<file path="config.mk">
export PLATFORM = sky130hd
export DESIGN_NAME = debounce_sync
export DESIGN_NICKNAME = d
export VERILOG_FILES = /design/src/rtl/debounce_sync.sv
export SDC_FILE = /design/constraint.sdc
export NUM_CORES = 1
export LEC_CHECK = 0
export CORE_AREA = 2 2 39 41
export CTS_CLUSTER_DIAMETER = 120
export DETAILED_ROUTE_END_ITERATION = 7
export DIE_AREA = 0 0 41 43
export HOLD_SLACK_MARGIN = 0.02
export PLACE_DENSITY = 0.57
export SYNTH_ARGS = -nofsm -noshare
export SYNTH_HDL_FRONTEND = slang
export SYNTH_SLANG_ARGS = --single-unit
</file>
<file path="constraint.sdc">
create_clock -name C -period 1.4 [get_ports C]
set_clock_uncertainty 0.05 [all_clocks]
set_input_delay 0.28 -clock C [delete_from_list [all_inputs] [get_ports C]]
set_output_delay 0.28 -clock C [all_outputs]
set_load 0.05 [all_outputs]
</file>
<file path="src/rtl/debounce_sync.sv">
// debounce_sync: two-flop synchronizer followed by a consecutive-sample
// debouncer. Produces a registered clean level Q plus one-cycle RISE/FALL
// strobes. STABLE_CYCLES must lie in 1 .. 2**CNT_WIDTH-1.
module debounce_sync #(
  parameter logic INIT          = 1'b0,
  parameter int   STABLE_CYCLES = 8,
  parameter int   CNT_WIDTH     = 4
) (
  input  logic C,
  input  logic CLR,
  input  logic D,
  output logic Q,
  output logic RISE,
  output logic FALL,
  output logic BUSY
);

  typedef enum logic {IDLE = 1'b0, CHECK = 1'b1} state_t;

  // Counter compare is done one bit wider so cnt+1 can never alias to zero.
  localparam logic [CNT_WIDTH:0] LIMIT  = (CNT_WIDTH+1)'(STABLE_CYCLES);
  localparam logic [CNT_WIDTH:0] ONE_W  = (CNT_WIDTH+1)'(1);
  localparam bit                 SINGLE = (STABLE_CYCLES == 1);

  logic                 s1;
  logic                 s2;
  state_t               state;
  logic [CNT_WIDTH-1:0] cnt;
  logic [CNT_WIDTH:0]   cnt_inc;

  assign cnt_inc = {1'b0, cnt} + ONE_W;

  // Busy reflects only the state register, so it carries no glitches from s2.
  assign BUSY = (state == CHECK);

  // Two-flop synchronizer; any metastability is confined to s1.
  always_ff @(posedge C or negedge CLR) begin
    if (!CLR) begin
      s1 <= INIT;
      s2 <= INIT;
    end else begin
      s1 <= D;
      s2 <= s1;
    end
  end

  // Debounce FSM: count consecutive samples where s2 differs from Q and
  // commit the new level once the run reaches STABLE_CYCLES.
  always_ff @(posedge C or negedge CLR) begin
    if (!CLR) begin
      state <= IDLE;
      cnt   <= '0;
      Q     <= INIT;
      RISE  <= 1'b0;
      FALL  <= 1'b0;
    end else begin
      // Strobes are single-cycle: cleared unless a commit below sets them.
      RISE <= 1'b0;
      FALL <= 1'b0;
      case (state)
        IDLE: begin
          if (s2 != Q) begin
            if (SINGLE) begin
              // One differing sample is enough: commit immediately.
              Q     <= s2;
              RISE  <= s2;
              FALL  <= ~s2;
              cnt   <= '0;
              state <= IDLE;
            end else begin
              cnt   <= CNT_WIDTH'(1);
              state <= CHECK;
            end
          end else begin
            cnt <= '0;
          end
        end
        CHECK: begin
          if (s2 == Q) begin
            // Bounce ended before qualifying: drop the candidate silently.
            cnt   <= '0;
            state <= IDLE;
          end else if (cnt_inc == LIMIT) begin
            Q     <= s2;
            RISE  <= s2;
            FALL  <= ~s2;
            cnt   <= '0;
            state <= IDLE;
          end else begin
            cnt <= cnt_inc[CNT_WIDTH-1:0];
          end
        end
        default: begin
          cnt   <= '0;
          state <= IDLE;
        end
      endcase
    end
  end

endmodule

</file>
**Word-level counts from Yosys, hierarchy flattened**

Index checks and enable logic that the tools add are counted.

- Logic and storage cells: 29
- Flip-flop bits (word level): 10
- Input bits: 3

- Muxes and demuxes: 14
- Bitwise logic cells: 3
- Add/sub/neg operators: 1
- Reductions and logical operators: 1
- Equal/unequal tests: 3

Operators by type and width:

| operator | count |
|---|---|
| 2-to-1 mux 1 bit | 10 |
| 2-to-1 mux 4 bit | 2 |
| case mux 4 bit (2 select lines) | 1 |
| adder 4 x 1 -> 5 bit, second input constant | 1 |
| equality test 5 x 4 -> 1 bit, second input constant | 1 |
| inverter 1 bit | 3 |
| AND reduction 3 bit | 1 |
| case mux 1 bit (2 select lines) | 1 |
| equality test 1 bit | 1 |
| != test 1 bit | 1 |

**Depth between registers and ports, before layout**

Gate-level depths: netlist (run 1).

- Depth after elaboration: 5
- Gate-level depth with buffers: 4

**Worst setup path before layout (run 1)**

OpenSTA, ideal clock, no wires.

- Kind: register -> register
- Start point: register state, in the netlist BUSY
- End point: register Q
- Library setup time: 0.128 ns
- Required time: 1.222 ns
- Setup slack: -0.054 ns
- Cell stages (with the launch flop): 4
- Clock period less this slack: 1.454 ns
- Buffers on the path: 0
- Arrival time: 1.276 ns
- Path through: dfrtp_1 -> nand3b_1 -> nor2_2 -> mux2_1

- Cells in the longest elaborated chain, start to end: 1

Ends and longest elaborated chain:

| element | line | text |
|---|---|---|
| start, declared | 27 | `state_t state;` |
| start signal, assigned | 51 | `state <= IDLE;` |
| start signal, assigned | 69 | `state <= IDLE;` |
| start signal, assigned | 72 | `state <= CHECK;` |
| AND reduction 3 bit (no line) | - |  |
| end signal, assigned | 53 | `Q <= INIT;` |
| end signal, assigned | 65 | `Q <= s2;` |
| end signal, assigned | 84 | `Q <= s2;` |
| end, declared | 12 | `output logic Q,` |

No other way between the ends.
A chain may end at the register's enable or synchronous reset.

**Final worst setup path (run 1)**

- Start point: register cnt[0]
- End point: register Q

- Cells in the longest elaborated chain, start to end: 3

Ends and longest elaborated chain:

| element | line | text |
|---|---|---|
| start, declared | 28 | `logic [CNT_WIDTH-1:0] cnt;` |
| start signal, assigned | 90 | `cnt <= cnt_inc[CNT_WIDTH-1:0];` |
| adder 4 x 1 -> 5 bit | 31 | `assign cnt_inc = {1'b0, cnt} + ONE_W;` |
| equality test 5 x 4 -> 1 bit | 83 | `end else if (cnt_inc == LIMIT) begin` |
| AND reduction 3 bit (no line) | - |  |

No other way between the ends.

==> results of run 1 <==
[state kept, by name (all words and copies together), names as in the netlist]
| signal | count |
|---|---|
| FALL | 1 |
| cnt | 4 |
| s2 | 1 |
| s1 | 1 |
| BUSY | 1 |
| Q | 1 |
| RISE | 1 |
[kinds of logic (layout without fill, tap and decap cells)]
| group | Yosys count | in the layout | synth area share [%] |
|---|---|---|---|
| mux | 1 | 1 | 2.88 |
| simple gates | 9 | 9 | 15.4 |
| compound gates | 2 | 2 | 3.52 |
| buf+inv | 2 | 13 | 1.92 |
| xor+xnor | 4 | 4 | 8.98 |
| flops | 10 | 10 | 64.1 |
| fa+ha+maj | 1 | 1 | 3.20 |
[timing repair]
item                                   CTS  global route
resized for setup                        0             1
setup endpoints to repair                0             1
endpoints found under the hold margin    0             0
[power by group]
group	total, mW	leakage [nW]	switching (mW)	internal, mW
clock	0.267	0.0210	0.108	0.158
combinational	0.0397	0.107	0.0195	0.0202
sequential	0.305	0.130	0.00779	0.297
total	0.611	0.257	0.136	0.476
[Yosys cell counts (all sizes together)]
master | count | share of area (%)
dfrtp | 10 | 64
nor2 | 4 | 4.5
xor2 | 3 | 6.7
inv | 2 | 1.9
a21oi | 1 | 1.3
and3 | 1 | 1.6
and3b | 1 | 2.6
ha | 1 | 3.2
mux2 | 1 | 2.9
nand3 | 1 | 2.6
nand3b | 1 | 1.9
nor4b | 1 | 2.2
o311ai | 1 | 2.2
xnor2 | 1 | 2.2
[worst paths after layout]
kind | start | to | slack (ps) | cells past startpoint
max in group asynchronous | CLR | BUSY$_DFF_PN0_ | 720 | 1
setup reg to reg | cnt[0]$_DFF_PN0_ | Q$_DFFE_PN0P_ | 70 | 4
setup / recovery | cnt[0]$_DFF_PN0_ | Q$_DFFE_PN0P_ | 70 | 4
hold / removal | CLR | cnt[3]$_DFF_PN0_ | 250 | 1
hold reg to reg | s1$_DFF_PN0_ | s2$_DFF_PN0_ | 300 | 0
min in group C | s1$_DFF_PN0_ | s2$_DFF_PN0_ | 300 | 0
[worst max-delay path, cell delays in order, from the launching register on]
cell and delay, ps:
dfrtp_1 370, ha_2 210, nand3b_1 110, nor2_2 140, mux2_1 330
[metal layers]
| layer | global-route usage, % | up-vias | routed length (um) |
|---|---|---|---|
| li1 | - | 119 | - |
| met1 | 11.1 | 117 | 226 |
| met2 | 11.3 | 9 | 270 |
| met3 | 3.14 | 5 | 43 |
| met4 | 12.0 | 0 | 35 |
| met5 | 0 | - | 0 |
[final cells by class]
type	count	area, um^2	share of cell area [%]
Clock buffer	4	36.3	6.50
Inverter	2	7.51	1.35
Multi-Input combinational cell	17	135	24.2
Sequential cell	10	251	45.1
Tap cell	16	20.0	3.59
Timing Repair Buffer	7	108	19.3
[per-stage QoR]
| stage | std cells | util, % |
|---|---|---|
| 2_1_floorplan | 29 | - |
| 3_3_place_gp | 52 | 37.5 |
| 3_5_place_dp | 52 | 37.5 |
| 4_1_cts | 56 | 40.1 |
| 5_1_grt | 56 | 40.3 |
| 6_report | 56 | 40.3 |
==> metrics.yaml, run 1 <==
status: "completed"
synth.avg_cell_area_um2: 13.5
cts.path.max_buffers: 2
place_area_um2: 519
hold_viol_final: 0
postSynthCellCount: 29
drv_cap: 0
p_leak_nw: 0.257
grt_max_degree: 11
min_period_ps: 1330
routed_via_density: 4.46
fill_cells: 128
layout_common_cells: "dfrtp_1 (9), buf_12 (4), xor2_1 (3), nor2_1 (3), clkbuf_4 (3)"
gr-total-overflow: 0
grt_pass1_wl_um: 1010
fmax_mhz: 751
io-pin-count: 7
hold_class: "primary input to async pin"
cp_data_required_time_ps: 1510
rsz0062_at_grt: "false"
vias: 250
relSlewSlack_pct: 71.5
synth_warnings: 0
clkTransAtPathRegs_ps: 70
design_area_um2: 558
syn2layout_area_growth_pct: 42.9
drt-total-wl_um: 574
path_max_fanout: 3
cts.htree.levels: 1
dr.pass1.iters: 2
syn_area_um2: 390
first_global_vias: 249
layout-drive-gt1-share_pct: 35.0
layout_commonest_cell: "dfrtp_1"
port_buffers: 6
period_share_pct: 95.2
hold-worst-slack_ps: 254
post_drt_wl_per_cell_um: 10.3
critPathKind: "flip-flop to flip-flop"
postRouteAntennaNets: 0
fin_setup_tns_ps: 0
worstSetupEndpointType: "flip-flop"
cts_tree: "built"
drc: 0
diodes: 0
worst_pin_slew_ps: 426
gp_congestion: 0.797
die_area_um2: 1760
totalPowerFinal_mw: 0.611
slew_violations: 0
clock_sinks: 10
core_area_um2: 1380
setup_ws_ps: 67.8
seq_area_frac_synth_pct: 64.1
cts_setup_buffers: 0
dieHeight_um: 43
root_buffer: "clkbuf_4"
numCtsBuffers: 3
fp.dieW_um: 41
irDropWorstVdd_mv: 0.416
start_util_pct: 28.2
critPathLaunchType: "flip-flop"
grt_usage_pct: 9.47
antenna_found_initial: 0
fin_nets: 45
drtIter0Drc: 6
ctsHoldBuffers: 0
synthDistinctLibCells: 15
setup_viol: 0
p_per_area_nw_per_um2: 1100
ys_ff_latch: 10
pre_cts_slack_ps: 55.3
syn-num-nets: 33
rows: 14
clock_latency_ps: 280
worstPathArrival_ps: 1440
Note: power is estimated with default switching activity, not from simulation.
==> run 2, diff against run 1 <==
Settings changed: CAP_MARGIN set to 30, SKIP_LAST_GASP set to 1.
==> results of run 2 <==
The final DEF is identical to that of run 1; final timing and power are the same.
==> run 3, diff against run 2 <==
Clock period 1.4 ns to 1.61 ns, I/O delays scaled along.
==> run 3 against run 2 <==
Net effect: sequential share of layout area is 2.9 points higher; routed wire length is 6.6% lower; maximum frequency is 3.5% lower; power is 15% lower; critical endpoint unchanged; utilization is 2.6 points lower; via count is 4.0% lower; cell area is 6.5% lower.
==> metrics.yaml, run 3 (same netlist as run 1, synthesis figures left out) <==
status: "completed"
min_period_ps: 1380  # +48.3 ps
period_share_pct: 85.7  # -9.4 points
dr_wl_met3_um: 34  # -21%
worst_pin_slew_ps: 421  # -4.94 ps
p_per_area_nw_per_um2: 999  # -8.8%
core_area_um2: 1380  # unchanged
cts.htree.levels: 1  # unchanged
io-pin-count: 7  # unchanged
fin_nets: 44  # -2.2%
die_area_um2: 1760  # unchanged
cts_tree: "built"
clock_latency_ps: 270  # about the same
numCtsBuffers: 3  # unchanged
layout_common_cells: "dfrtp_1 (10), xor2_1 (3), nor2_1 (3), clkbuf_4 (3)"
regMostFlops: "cnt"
critPathKind: "flip-flop to flip-flop"
drtIter0Drc: 0  # -6
gp_congestion: 0.743  # -6.8%
grt_max_degree: 11  # unchanged
r2r-start: "cnt[0]$_DFF_PN0_"
syn2layout_area_growth_pct: 33.7
root_buffer: "clkbuf_4"
cpPeakStageDelay_ps: 390  # +20 ps
fp.dieW_um: 41  # unchanged
fmax_mhz: 724  # -3.5%
cp_top_family: "flip-flops"
crit_chain: "ha_1 -> nand3b_1 -> nor2_2 -> mux2_1"
wl_met1_um: 219  # -3.1%
worstSetupEndpointType: "flip-flop"
p_leak_nw: 0.250  # -2.7%
vias: 240  # -4.0%
cp_data_required_time_ps: 1710  # +200 ps
design_area_um2: 522  # -6.5%
slew_violations: 0  # unchanged
post_cts_resized: 0  # unchanged
drv_cap: 0  # unchanged
worstSetupStartpoint: "cnt[0]$_DFF_PN0_"
hold_viol_final: 0  # unchanged
top_layer: "met4"
clkTransAtPathRegs_ps: 60  # about the same
place_area_um2: 485  # -6.5%
layout-drive-gt1-share_pct: 28.2  # -6.8 points
postRouteAntennaNets: 0  # unchanged
cp_slowest_cell: "dfrtp_1"
ctsHoldBuffers: 0  # unchanged
dr.pass1.iters: 1  # -1
final_cells: 55  # -1.8%
grt_pass1_wl_um: 910  # -9.6%
layout_commonest_cell: "dfrtp_1"
rows: 14  # unchanged
dieHeight_um: 43  # unchanged
gr-total-overflow: 0  # unchanged
dr_wl_met2_um: 268  # -0.74%
largest_reg_flops: 4  # unchanged
totalPowerFinal_mw: 0.521  # -15%
critPathBufInv: 0  # unchanged
critPathLaunchType: "flip-flop"
diodes: 0  # unchanged
drt-total-wl_um: 536  # -6.6%
port_buffers: 6  # unchanged
start_util_pct: 28.2  # unchanged
post_drt_wl_per_cell_um: 9.75  # -4.9%
fin_setup_tns_ps: 0  # unchanged
grt_usage_pct: 8.11  # -1.4 points
antenna_found_initial: 0  # unchanged
first_global_vias: 226  # -9.2%
placed_cells: 51  # -1.9%
irDropWorstVdd_mv: 0.390  # -6.2%
cts.path.max_buffers: 2  # unchanged
setup_viol: 0  # unchanged
hold_class: "primary input to async pin"
rsz0062_at_grt: "false"
relSlewSlack_pct: 71.8  # +0.33 points
path_max_fanout: 3  # unchanged
clock_sinks: 10  # unchanged
fin_util_pct: 37.7  # -2.6 points
routed_via_density: 4.36  # -2.3%
cts_setup_buffers: 0  # unchanged
drc: 0  # unchanged
worstPathArrival_ps: 1480  # +40 ps
==> run 3: cell types whose count changed in the layout (fill, tap and decap cells not counted), sizes merged <==
cell | before | now
buf | 5 | 4
==> run 3: report_power, final <==
group | internal [mW] | switching, mW
Combinational | 0.0150 | 0.0152
Clock | 0.137 | 0.0881
Sequential | 0.258 | 0.00727
Total | 0.411 | 0.111
==> run 3: per-stage QoR <==
stage	worst slack (ps)	hold slack (ps)
2_1_floorplan	156	-23.6
3_3_place_gp	249	287
3_5_place_dp	229	294
4_1_cts	220	309
5_1_grt	157	311
6_report	230	304
==> run 3: path summary, 6_finish.rpt <==
check                                    to  cells after the start  slack (ps)
min reg2reg                    s2$_DFF_PN0_                      0         310
max                           Q$_DFFE_PN0P_                      4         230
max reg2reg                   Q$_DFFE_PN0P_                      4         230
min                            s2$_DFF_PN0_                      1         300
max in group asynchronous  cnt[0]$_DFF_PN0_                      1         910
min in group C                 s2$_DFF_PN0_                      0         310
==> run 3: routing by layer <==
metal,GRT usage [%],vias up
met5,0,-
met4,8.00,0
met3,3.14,2
met2,9.38,8
met1,10.6,114
li1,-,116
==> run 3: cell type report <==
cell class | count | area, um^2
Multi-Input combinational cell | 17 | 133
Tap cell | 16 | 20.0
Fill cell | 133 | 862
Clock buffer | 4 | 36.3
Sequential cell | 10 | 250
Timing Repair Buffer | 6 | 75.1
Inverter | 2 | 7.51
==> patch (flow settings as in run 2) <==
Set the parameter `STABLE_CYCLES` to 4 (it was 8).
--- a/src/rtl/debounce_sync.sv
+++ b/src/rtl/debounce_sync.sv
@@ -5,3 +5,3 @@
   parameter logic INIT          = 1'b0,
-  parameter int   STABLE_CYCLES = 8,
+  parameter int   STABLE_CYCLES = 4,
   parameter int   CNT_WIDTH     = 4
Check against the original RTL: not equivalent (Yosys sat finds a counterexample within 10 cycles, from zero or initial values).
==> patch against run 2 <==
Cell area fell by 1.1%. Sequential cell count did not move. First-iteration DRC count did not move. Via count rose by 10%. Wire length rose by 17%. Utilization fell by 0.45 points. Worst setup slack improved by 0.035 ns. Area after synthesis rose by 4.8%. Critical path type is now reg -> out.
Power is not compared: it rests on default switching activity, and its combinational part moved more than twofold at a synthesized area within 25%.
==> patch: results (changes against run 2) <==
metric	value	unit	change
synth-compound-area-share	6.73	%	+3.2 points
reg2reg_depth	3		-1
grt.total_usage	11.4	%	+2.0 points
wl_per_cell	12.4	um	+21%
cts.path.max_buffers	2		unchanged
num_vias	276		+10%
r2r_slack	0.11	ns	+0.04 ns
m1WireLength	286	um	+27%
crit_arrival	0.97	ns	-0.47 ns
wl_met3	36	um	-16%
worst-path-max-fanout	6		+3
outcome	finished clean		
synthXorXnorAreaFrac	2.14	%	-6.8 points
synthTopCellsByArea	dfrtp_1 (61%), nand4bb_4 (6.7%), nor3b_1 (5.5%)		
grtUsageMet2	13.8	%	+2.5 points
numCtsBuffers	3		unchanged
ys_seq_area_share	61.2	%	-2.9 points
relSlewSlack	69.7	%	-1.9 points
muxShareOfSynthArea	2.75	%	-0.13 points
wl_met2	317	um	+17%
gp_congestion	0.777		-2.6%
grt_pass1_wl	1240	um	+23%
drive_gt1_share	26.3	%	-8.7 points
drt-pass1-iter-count	4		+2
grt_pass1_vias	285		+14%
yosys-top-cells-count	dfrtp_1 (10), a21oi_1 (3), nor3b_1 (3), inv_1 (2)		
routed_wl	669	um	+17%
placed_cells	51		-1.9%
[patch: changes by cell type in the layout (fill, tap and decap cells not counted), moves of 2 or more]
cell and delta:
nor3b_1 +3, nor2_1 -3, a21oi_1 +2, xor2_1 -3
[patch: layout make-up]
type                       count  area share [%]
multi-input combinational     17            27.4
sequential                    10            45.4
timing repair buffer           6            18.1
clock buffer                   3            4.08
inverter                       2            1.36
tap                           16            3.63
[patch: how the worst max path moves through the flow]
stage	start	to	slack (ns)
2_1_floorplan	BUSY	Q	0.09
3_3_place_gp	cnt[0]	Q	0.14
3_5_place_dp	cnt[0]	Q	0.11
4_1_cts	BUSY	BUSY	0.09
5_1_grt	cnt[0]	Q	0.06
6_report	BUSY	BUSY	0.10
[patch: metrics by stage]
step	hold WS [ns]	worst slack (ns)	util, %	area (um2)
after global placement	0.291	0.139	38.2	529
final	0.277	0.103	39.9	552
after floorplan	-0.0656	0.0859	-	409
after global routing	0.298	0.0620	39.9	552
after CTS	0.282	0.0862	39.9	552
after detailed placement	0.288	0.108	38.2	529
